### src/rtl/vault_work_scheduler.sv
// rtl/vault_work_scheduler.sv - round-robin nonce-chunk scheduler for a bank of SHA-256d cores
//
// Purpose: latches a work package, splits the 32-bit nonce space into chunks of
// 2^CHUNK_LOG2 nonces, and hands chunks round-robin to idle cores. Found nonces
// are funnelled into one result register with a valid/ready handshake. New
// work arriving while running flushes all cores before restarting.
//
// Ports:
//   i_clk, i_rst          clock, synchronous active-high reset
//   i_work_valid/o_work_ready/i_work_data   work package input handshake
//   o_core_work           latched work shared by all cores
//   o_core_start          one-hot start pulse; o_core_base is the chunk base nonce
//   o_core_flush          one-cycle abort pulse to all cores
//   i_core_busy           per-core busy, rises the cycle after start
//   i_core_found/i_core_nonce  per-core found pulse and nonce (core i at [32i+31:32i])
//   o_res_valid/i_res_ready/o_res_nonce     found-nonce output handshake
//   o_exhausted           whole nonce space issued for the current work
//   o_dropped_count       saturating count of lost found reports
module vault_work_scheduler #(
    parameter int N_CORES    = 4,
    parameter int CHUNK_LOG2 = 20,
    parameter int WORK_W     = 640
) (
    input  logic                   i_clk,
    input  logic                   i_rst,
    input  logic                   i_work_valid,
    output logic                   o_work_ready,
    input  logic [WORK_W-1:0]      i_work_data,
    output logic [WORK_W-1:0]      o_core_work,
    output logic [N_CORES-1:0]     o_core_start,
    output logic [31:0]            o_core_base,
    output logic                   o_core_flush,
    input  logic [N_CORES-1:0]     i_core_busy,
    input  logic [N_CORES-1:0]     i_core_found,
    input  logic [32*N_CORES-1:0]  i_core_nonce,
    output logic                   o_res_valid,
    input  logic                   i_res_ready,
    output logic [31:0]            o_res_nonce,
    output logic                   o_exhausted,
    output logic [15:0]            o_dropped_count
);

    localparam int                 PTR_W       = (N_CORES > 1) ? $clog2(N_CORES) : 1;
    localparam logic [31:0]        CHUNK_STEP  = 32'd1 << CHUNK_LOG2;
    localparam logic [32:0]        CHUNK_LIMIT = 33'd1 << (32 - CHUNK_LOG2);
    localparam logic [N_CORES-1:0] CORE_ONE    = N_CORES'(1);
    localparam logic [PTR_W-1:0]   PTR_LAST    = PTR_W'(N_CORES - 1);

    typedef enum logic [1:0] {
        S_IDLE  = 2'd0,
        S_RUN   = 2'd1,
        S_FLUSH = 2'd2
    } state_t;

    state_t               r_state;
    state_t               w_state_next;

    logic [WORK_W-1:0]    r_core_work;
    logic [WORK_W-1:0]    r_pend_work;
    logic                 r_pend_valid;
    logic [N_CORES-1:0]   r_core_start;
    logic [N_CORES-1:0]   r_holdoff;
    logic [31:0]          r_core_base;
    logic [31:0]          r_next_base;
    logic [32:0]          r_chunks;
    logic [PTR_W-1:0]     r_rr_ptr;
    logic                 r_core_flush;
    logic                 r_flush_done;
    logic                 r_exhausted;
    logic                 r_res_valid;
    logic [31:0]          r_res_nonce;
    logic [15:0]          r_dropped;

    logic                 w_work_accept;
    logic                 w_flush_exit;
    logic                 w_fresh_job;
    logic                 w_dispatch_ok;
    logic                 w_res_en;
    logic [PTR_W-1:0]     w_scan_base;
    logic [31:0]          w_base_now;
    logic [32:0]          w_chunks_now;
    logic [32:0]          w_chunks_inc;
    logic [N_CORES-1:0]   w_eligible;
    logic [PTR_W-1:0]     w_scan_idx;
    logic                 w_pick_ok;
    logic [PTR_W-1:0]     w_pick_idx;
    logic                 w_start;
    logic [N_CORES-1:0]   w_found_gated;
    logic                 w_any_found;
    logic [PTR_W-1:0]     w_win_idx;
    logic [31:0]          w_win_nonce;
    logic [4:0]           w_found_cnt;
    logic                 w_res_take;
    logic [4:0]           w_drop_n;
    logic [16:0]          w_drop_sum;

    assign o_work_ready    = ~i_rst & (r_state != S_FLUSH);
    assign o_core_work     = r_core_work;
    assign o_core_start    = r_core_start;
    assign o_core_base     = r_core_base;
    assign o_core_flush    = r_core_flush;
    assign o_res_valid     = r_res_valid;
    assign o_res_nonce     = r_res_nonce;
    assign o_exhausted     = r_exhausted;
    assign o_dropped_count = r_dropped;

    assign w_work_accept = i_work_valid & o_work_ready;
    // Leave FLUSH only once the flush pulse has been seen by the cores and they all went idle.
    assign w_flush_exit  = (r_state == S_FLUSH) & r_flush_done & r_pend_valid & (i_core_busy == '0);

    // State register
    always_ff @(posedge i_clk) begin
        if (i_rst) begin
            r_state <= S_IDLE;
        end else begin
            r_state <= w_state_next;
        end
    end

    // Next-state logic
    always_comb begin
        w_state_next = r_state;
        case (r_state)
            S_IDLE: begin
                if (w_work_accept) w_state_next = S_RUN;
            end
            S_RUN: begin
                if (w_work_accept) begin
                    w_state_next = S_FLUSH;
                end else if (r_exhausted && (i_core_busy == '0) && (r_holdoff == '0)) begin
                    w_state_next = S_IDLE;
                end
            end
            S_FLUSH: begin
                if (w_flush_exit) w_state_next = S_RUN;
            end
            default: w_state_next = S_IDLE;
        endcase
    end

    // Output/control decode. The IDLE accept and the FLUSH exit both dispatch
    // straight away from base 0 so the first start lands one cycle later.
    always_comb begin
        w_fresh_job   = 1'b0;
        w_dispatch_ok = 1'b0;
        w_res_en      = 1'b0;
        case (r_state)
            S_IDLE: begin
                w_dispatch_ok = w_work_accept;
                w_fresh_job   = 1'b1;
                w_res_en      = 1'b1;
            end
            S_RUN: begin
                w_dispatch_ok = ~w_work_accept & ~r_exhausted;
                w_res_en      = ~w_work_accept;
            end
            S_FLUSH: begin
                w_dispatch_ok = w_flush_exit;
                w_fresh_job   = 1'b1;
            end
            default: ;
        endcase
        w_scan_base  = (r_state == S_FLUSH) ? '0 : r_rr_ptr;
        w_base_now   = w_fresh_job ? 32'd0 : r_next_base;
        w_chunks_now = w_fresh_job ? 33'd0 : r_chunks;
        w_chunks_inc = w_chunks_now + 33'd1;
    end

    // Holdoff masks a core for the cycle its start is visible, before its busy rises.
    assign w_eligible = ~i_core_busy & ~r_holdoff;

    // Rotating priority scan; iterating from the far end lets the nearest hit win.
    always_comb begin
        w_pick_ok  = 1'b0;
        w_pick_idx = '0;
        w_scan_idx = '0;
        for (int k = N_CORES - 1; k >= 0; k--) begin
            w_scan_idx = PTR_W'((32'(w_scan_base) + 32'(k)) % 32'(N_CORES));
            if (w_eligible[w_scan_idx]) begin
                w_pick_ok  = 1'b1;
                w_pick_idx = w_scan_idx;
            end
        end
    end

    assign w_start = w_dispatch_ok & w_pick_ok;

    // Result arbitration: lowest index wins, every other report counts as dropped.
    assign w_found_gated = i_core_found & {N_CORES{w_res_en}};

    always_comb begin
        w_any_found = 1'b0;
        w_win_idx   = '0;
        w_found_cnt = '0;
        for (int k = N_CORES - 1; k >= 0; k--) begin
            if (w_found_gated[k]) begin
                w_any_found = 1'b1;
                w_win_idx   = PTR_W'(k);
            end
            w_found_cnt = w_found_cnt + 5'(w_found_gated[k]);
        end
        w_res_take = w_any_found & (~r_res_valid | i_res_ready);
        w_drop_n   = w_found_cnt - 5'(w_res_take);
        w_drop_sum = {1'b0, r_dropped} + 17'(w_drop_n);
    end

    assign w_win_nonce = i_core_nonce[32*w_win_idx +: 32];

    // Datapath registers
    always_ff @(posedge i_clk) begin
        if (i_rst) begin
            r_core_work  <= '0;
            r_pend_work  <= '0;
            r_pend_valid <= 1'b0;
            r_core_start <= '0;
            r_holdoff    <= '0;
            r_core_base  <= '0;
            r_next_base  <= '0;
            r_chunks     <= '0;
            r_rr_ptr     <= '0;
            r_core_flush <= 1'b0;
            r_flush_done <= 1'b0;
            r_exhausted  <= 1'b0;
            r_res_valid  <= 1'b0;
            r_res_nonce  <= '0;
            r_dropped    <= '0;
        end else begin
            r_core_start <= '0;
            r_holdoff    <= '0;
            r_core_flush <= 1'b0;
            if (r_core_flush) r_flush_done <= 1'b1;

            if ((r_state == S_IDLE) && w_work_accept) begin
                r_core_work <= i_work_data;
                r_next_base <= '0;
                r_chunks    <= '0;
                r_exhausted <= 1'b0;
            end

            if ((r_state == S_RUN) && w_work_accept) begin
                r_pend_work  <= i_work_data;
                r_pend_valid <= 1'b1;
                r_core_flush <= 1'b1;
                r_flush_done <= 1'b0;
            end

            if (w_flush_exit) begin
                r_core_work  <= r_pend_work;
                r_pend_valid <= 1'b0;
                r_flush_done <= 1'b0;
                r_next_base  <= '0;
                r_chunks     <= '0;
                r_exhausted  <= 1'b0;
                r_rr_ptr     <= '0;
            end

            if (w_start) begin
                r_core_start <= CORE_ONE << w_pick_idx;
                r_holdoff    <= CORE_ONE << w_pick_idx;
                r_core_base  <= w_base_now;
                // Wraps to 0 on the final chunk, together with the exhaustion flag.
                r_next_base  <= w_base_now + CHUNK_STEP;
                r_chunks     <= w_chunks_inc;
                r_exhausted  <= (w_chunks_inc == CHUNK_LIMIT);
                r_rr_ptr     <= (w_pick_idx == PTR_LAST) ? '0 : w_pick_idx + 1'b1;
            end

            if ((r_state == S_RUN) && w_work_accept) begin
                r_res_valid <= 1'b0;
            end else if (w_res_take) begin
                r_res_valid <= 1'b1;
                r_res_nonce <= w_win_nonce;
            end else if (r_res_valid && i_res_ready) begin
                r_res_valid <= 1'b0;
            end

            if (w_drop_n != '0) begin
                r_dropped <= w_drop_sum[16] ? 16'hFFFF : w_drop_sum[15:0];
            end
        end
    end

endmodule

### config.mk
export PLATFORM = sky130hd
export DESIGN_NAME = vault_work_scheduler
export DESIGN_NICKNAME = d
export VERILOG_FILES = /design/src/rtl/vault_work_scheduler.sv
export SDC_FILE = /design/constraint.sdc
export NUM_CORES = 2
export LEC_CHECK = 0
export CAP_MARGIN = 20
export CORE_AREA = 2 2 587 589
export CTS_CLUSTER_DIAMETER = 120
export CTS_CLUSTER_SIZE = 40
export DETAILED_ROUTE_END_ITERATION = 10
export DIE_AREA = 0 0 589 591
export GPL_ROUTABILITY_DRIVEN = 1
export PLACE_DENSITY = 0.44
export SYNTH_ARGS = -nofsm -noshare
export SYNTH_HDL_FRONTEND = slang
export SYNTH_SLANG_ARGS = --single-unit
### constraint.sdc
create_clock -name i_clk -period 13.1 [get_ports i_clk]
set_clock_uncertainty 0.2 [all_clocks]
set_input_delay 3.93 -clock i_clk [delete_from_list [all_inputs] [get_ports i_clk]]
set_output_delay 3.93 -clock i_clk [all_outputs]
set_load 0.01 [all_outputs]
* Word level (Yosys, flattened, before mapping)
Index checks and enable logic that the tools add are counted. W data, S select, Z words.
Word-level totals: register bits after elaboration 1438, latch bits 0, memory bits (writable) 0, memory bits (read-only) 0, memories 0
Cells by class: add/sub/neg operators 11, multipliers 0, div/mod/pow operators 0, order comparisons 4, equal/unequal tests 8, shifts and indexed selects 2, multiplexer cells 53, bitwise gates (word level) 19, reduce and logical (&&, ||, !) cells 20
Operator list (number):
- $mux W640 | 2
- $mux W33 | 4
- $mux W32 | 4
- $shiftx A128 B8 Y32 | 1
- $add A33 B1 Y33 const B | 1
- $eq A33 B13 Y1 const B | 1
- $add A32 B21 Y32 const B | 1
- $mux W2 | 16
- $mux W1 | 19
- $add A16 B5 Y17 | 1
- $mux W16 | 1
- $lt A2 B3 Y1 const B | 4
- $and A1 B1 Y1 | 8
- $and A4 B4 Y4 | 2
- $bmux W1 S2 | 4
- $logic_not A4 Y1 | 2
- $not A4 Y4 | 2
- $reduce_or A2 Y1 | 4
- $ne A2 B2 Y1 const B | 3
- $not A1 Y1 | 6
- $pmux W2 S3 | 1
- $reduce_bool A2 Y1 | 3
- $logic_and A1 B1 Y1 | 5
- $reduce_bool A5 Y1 | 1
- other kinds (18) | 21

* Depth between registers and ports, before layout
word-level depth 14, depth in mapped cells 24, gate-level depth less buffers 21

* Worst setup path before layout
Ideal clock, no wire load.
path kind input port to output port, start input port i_rst, end output port o_work_ready, arrival time 5.245 ns, data required time 8.970 ns, path slack 3.725 ns, stages on the path 6, path buffers 5, path through buf_4 clkbuf_1 clkbuf_1 clkbuf_1 clkbuf_1 nor2_1
Between the ends: longest elaborated chain between the ends 2
RTL lines:
- start, declared | line 25 | input logic i_rst,
- $not A1 Y1 | line 97 | assign o_work_ready = ~i_rst & (r_state != S_FLUSH);
- $and A1 B1 Y1 | line 97
- end, declared | line 27 | output logic o_work_ready,
Every way passes these cells.

* Worst setup path after layout
Ends and elaborated chain as after synthesis.

==> results.json <==
{
  "status": "complete, no violations",
  "fin_setup_tns_ns": 0,
  "placementRows": 215,
  "drt-vias-per-instance": 4.34,
  "nets": 9257,
  "seqCellArea_mm2": 0.0288,
  "drc": 0,
  "tightestPinTransition_ns": 1.29,
  "gr-total-overflow": 0,
  "synth_area_leaders": "dfxtp_1 49%, nand2_1 14%, a311oi_1 9.6%",
  "cp.buffers_inverters": 3,
  "gp_congestion": 0.873,
  "finalCritPeriodShare_pct": 72.7,
  "power.leakage_nw": 27.4,
  "cts_resized": 0,
  "fill_cells": 37158,
  "ant_nets": 0,
  "vias": 56935,
  "cts-hold-fix-buffers": 0,
  "power.total_w": 0.00913,
  "h-tree-depth": 3,
  "synth.cell_area_mm2": 0.0587,
  "io_buffers": 1507,
  "path_clk_slew_ns": 0.16,
  "core_area_mm2": 0.342,
  "clkLatencyLatePin_ns": 0.85,
  "rsz0062_at_grt": "false",
  "critPathRequiredTime_ns": 8.97,
  "crit_path_start_kind": "primary input",
  "layout_commonest_cell": "nand2_1",
  "crit_slowest_cell": "clkdlybuf4s50_1",
  "dieArea_mm2": 0.348,
  "avgSynthCellArea_um2": 7.86,
  "setup_viol": 0,
  "irDropWorstVdd_mv": 0.0897,
  "fin_crit_ns": 9.52,
  "dpl.hpwl_mm": 221,
  "dr.pass1.iters": 6,
  "critical_path.endpoint_type": "output pin",
  "wl_mm": 297,
  "grt_pass1_vias": 53002,
  "cts.path.max_buffers": 4,
  "hold_violations": 0,
  "synth_cell_types": 70,
  "path_delay_family": "buffers and inverters",
  "drtIter0Drc": 4196,
  "grt_use_total_pct": 16.2,
  "clk_root_buffer_cell": "clkbuf_16",
  "slew_violations": 0,
  "syn_to_final_growth_pct": 37.3,
  "hold_class": "flip-flop to flip-flop",
  "synth_top_area_cell": "dfxtp_1",
  "antenna_found_initial": 170,
  "cts_buffers": 71,
  "cp.arrival_ns": 5.39,
  "cts.sinks": 1438,
  "drv_cap": 0,
  "synth_top_flop_cell": "dfxtp_1",
  "grt_max_degree": 219,
  "start_util_pct": 17.2,
  "synth_top_cell_area_share_pct": 49.1,
  "async_flop_share_pct": 0,
  "final_cell_mix": "2206 x nand2_1, 1506 x clkdlybuf4s50_1, 1437 x dfxtp_1, 700 x nor2_1, 690 x o21ai_0",
  "powerDensity_mw_per_mm2": 113,
  "drt-wirelength-per-cell_um": 22.6,
  "criticalPathCategory": "primary input to output pin",
  "yosysWarnings": 0,
  "slowest_delay_ns": 0.52,
  "die_w_um": 589,
  "reg2reg_slack_ns": 7.21,
  "synth-seq-cells": 1438,
  "synth-seq-area-share_pct": 49.1,
  "drive_gt1_share_pct": 2.57,
  "synth_edf_count": 0,
  "max_slew_margin_pct": 13.8,
  "die-height_um": 591,
  "cts_tree": "built",
  "io_pins": 1508,
  "post_cts_buffers": 0,
  "syn_nets": 8261,
  "grt_pass1_wl_mm": 410,
  "fmax_ghz": 0.105,
  "worstPathMaxFanout": 121,
  "multi_input_area_mm2": 0.0273,
  "path_cells": "buf_8 -> buf_12 -> nor2_1 -> clkdlybuf4s50_1",
  "syn-instance-count": 7464
}
[path summary, 6_finish.rpt]
path	startpoint	endpoint	cells past startpoint
max	i_rst	o_work_ready	4
min	r_pend_work[311]$_SDFFE_PP0P_	o_core_work[311]$_SDFFE_PP0P_	2
max reg2reg	r_state[0]$_SDFFE_PP0P_	o_dropped_count[13]$_SDFFE_PP0P_	21
min reg2reg	r_pend_work[311]$_SDFFE_PP0P_	o_core_work[311]$_SDFFE_PP0P_	2
[power breakdown]
| group | internal [W] | switching, W |
|---|---|---|
| sequential | 0.00457 | 0.000131 |
| clock | 0.00117 | 0.00189 |
| combinational | 0.000621 | 0.000752 |
| total | 0.00636 | 0.00277 |
[layout make-up]
class	count	share of cell area, %
sequential	1438	35.7
inverter	15	0.0699
timing repair buffer	1574	19.6
tap	4557	7.08
clock buffer	73	2.27
clock inverter	50	1.11
multi-input combinational	5360	33.9
antenna	60	0.186
[layer usage]
metal / GRT usage [%] / part of all wire, %
met5: 0 / 0.27
met4: 5.66 / 3.7
met3: 6.56 / 9.6
met2: 26.8 / 46
met1: 18.8 / 40
[cell families after synthesis]
logic type / count (synthesis) / synth area share (%)
adder cells (fa/ha/maj): 17 / 0.401
multiplexers: 4 / 0.0682
AND/OR/NAND/NOR: 3793 / 28.0
XOR/XNOR: 26 / 0.388
flip-flops: 1438 / 49.1
buffers and inverters: 666 / 4.50
AO/OA/AOI/OAI: 1520 / 17.6
[flip-flops by register name, summed over array words and instances (netlist names), 2 cells and up]
| name | count |
|---|---|
| r_next_base | 32 |
| r_state | 2 |
| o_res_nonce | 32 |
| r_rr_ptr | 2 |
| r_chunks | 33 |
| o_dropped_count | 16 |
| o_core_base | 32 |
| o_core_work | 640 |
| r_pend_work | 640 |
| r_holdoff | 4 |
[worst register-to-register path, stage by stage, from the launching register on]
cell and delay (ns):
dfxtp_2 0.34, buf_4 0.51, a21oi_1 0.31, o41ai_1 0.16, nand2b_1 0.17, buf_4 0.33
inv_1 0.12, ha_1 0.33, fa_1 0.45, inv_1 0.08, ha_1 0.16, inv_1 0.06
fa_1 0.39, ha_1 0.33, inv_1 0.05, ha_1 0.30, nor2b_1 0.15, o21a_1 0.18
o21a_1 0.22, o2111ai_1 0.61, and3_1 0.27, nor3_1 0.05
[synth_stat cells, types with 7 or more instances]
cell type and count:
and2_1 26, xnor2_1 14, nand2b_1 644, buf_1 27, and3_1 17, o21ai_0 690, nand3_1 95, nand2_1 2206
clkbuf_1 558, buf_2 52, xor2_1 12, nor2b_1 9, a311oi_1 645, and4_1 10, ha_1 14, buf_6 7
dfxtp_1 1438, a21oi_1 95, nor3_1 19, or3_1 8, nand4_1 15, nor4_1 14, nor2_1 701, o211ai_1 35
inv_1 15
[through the flow]
step / setup slack [ns] / util, % / std cells / hold WS, ns / instance area [um2]
2_1_floorplan: 3.72 / - / 7464 / 0.231 / 58700
3_3_place_gp: 3.15 / 22.7 / 12942 / 0.242 / 77600
3_5_place_dp: 3.25 / 22.7 / 12942 / 0.245 / 77600
4_1_cts: 3.60 / 23.5 / 13065 / 0.258 / 80400
5_1_grt: 3.54 / 23.5 / 13093 / 0.280 / 80500
6_report: 3.58 / 23.6 / 13127 / 0.254 / 80500
(Power assumes the default switching activity.)
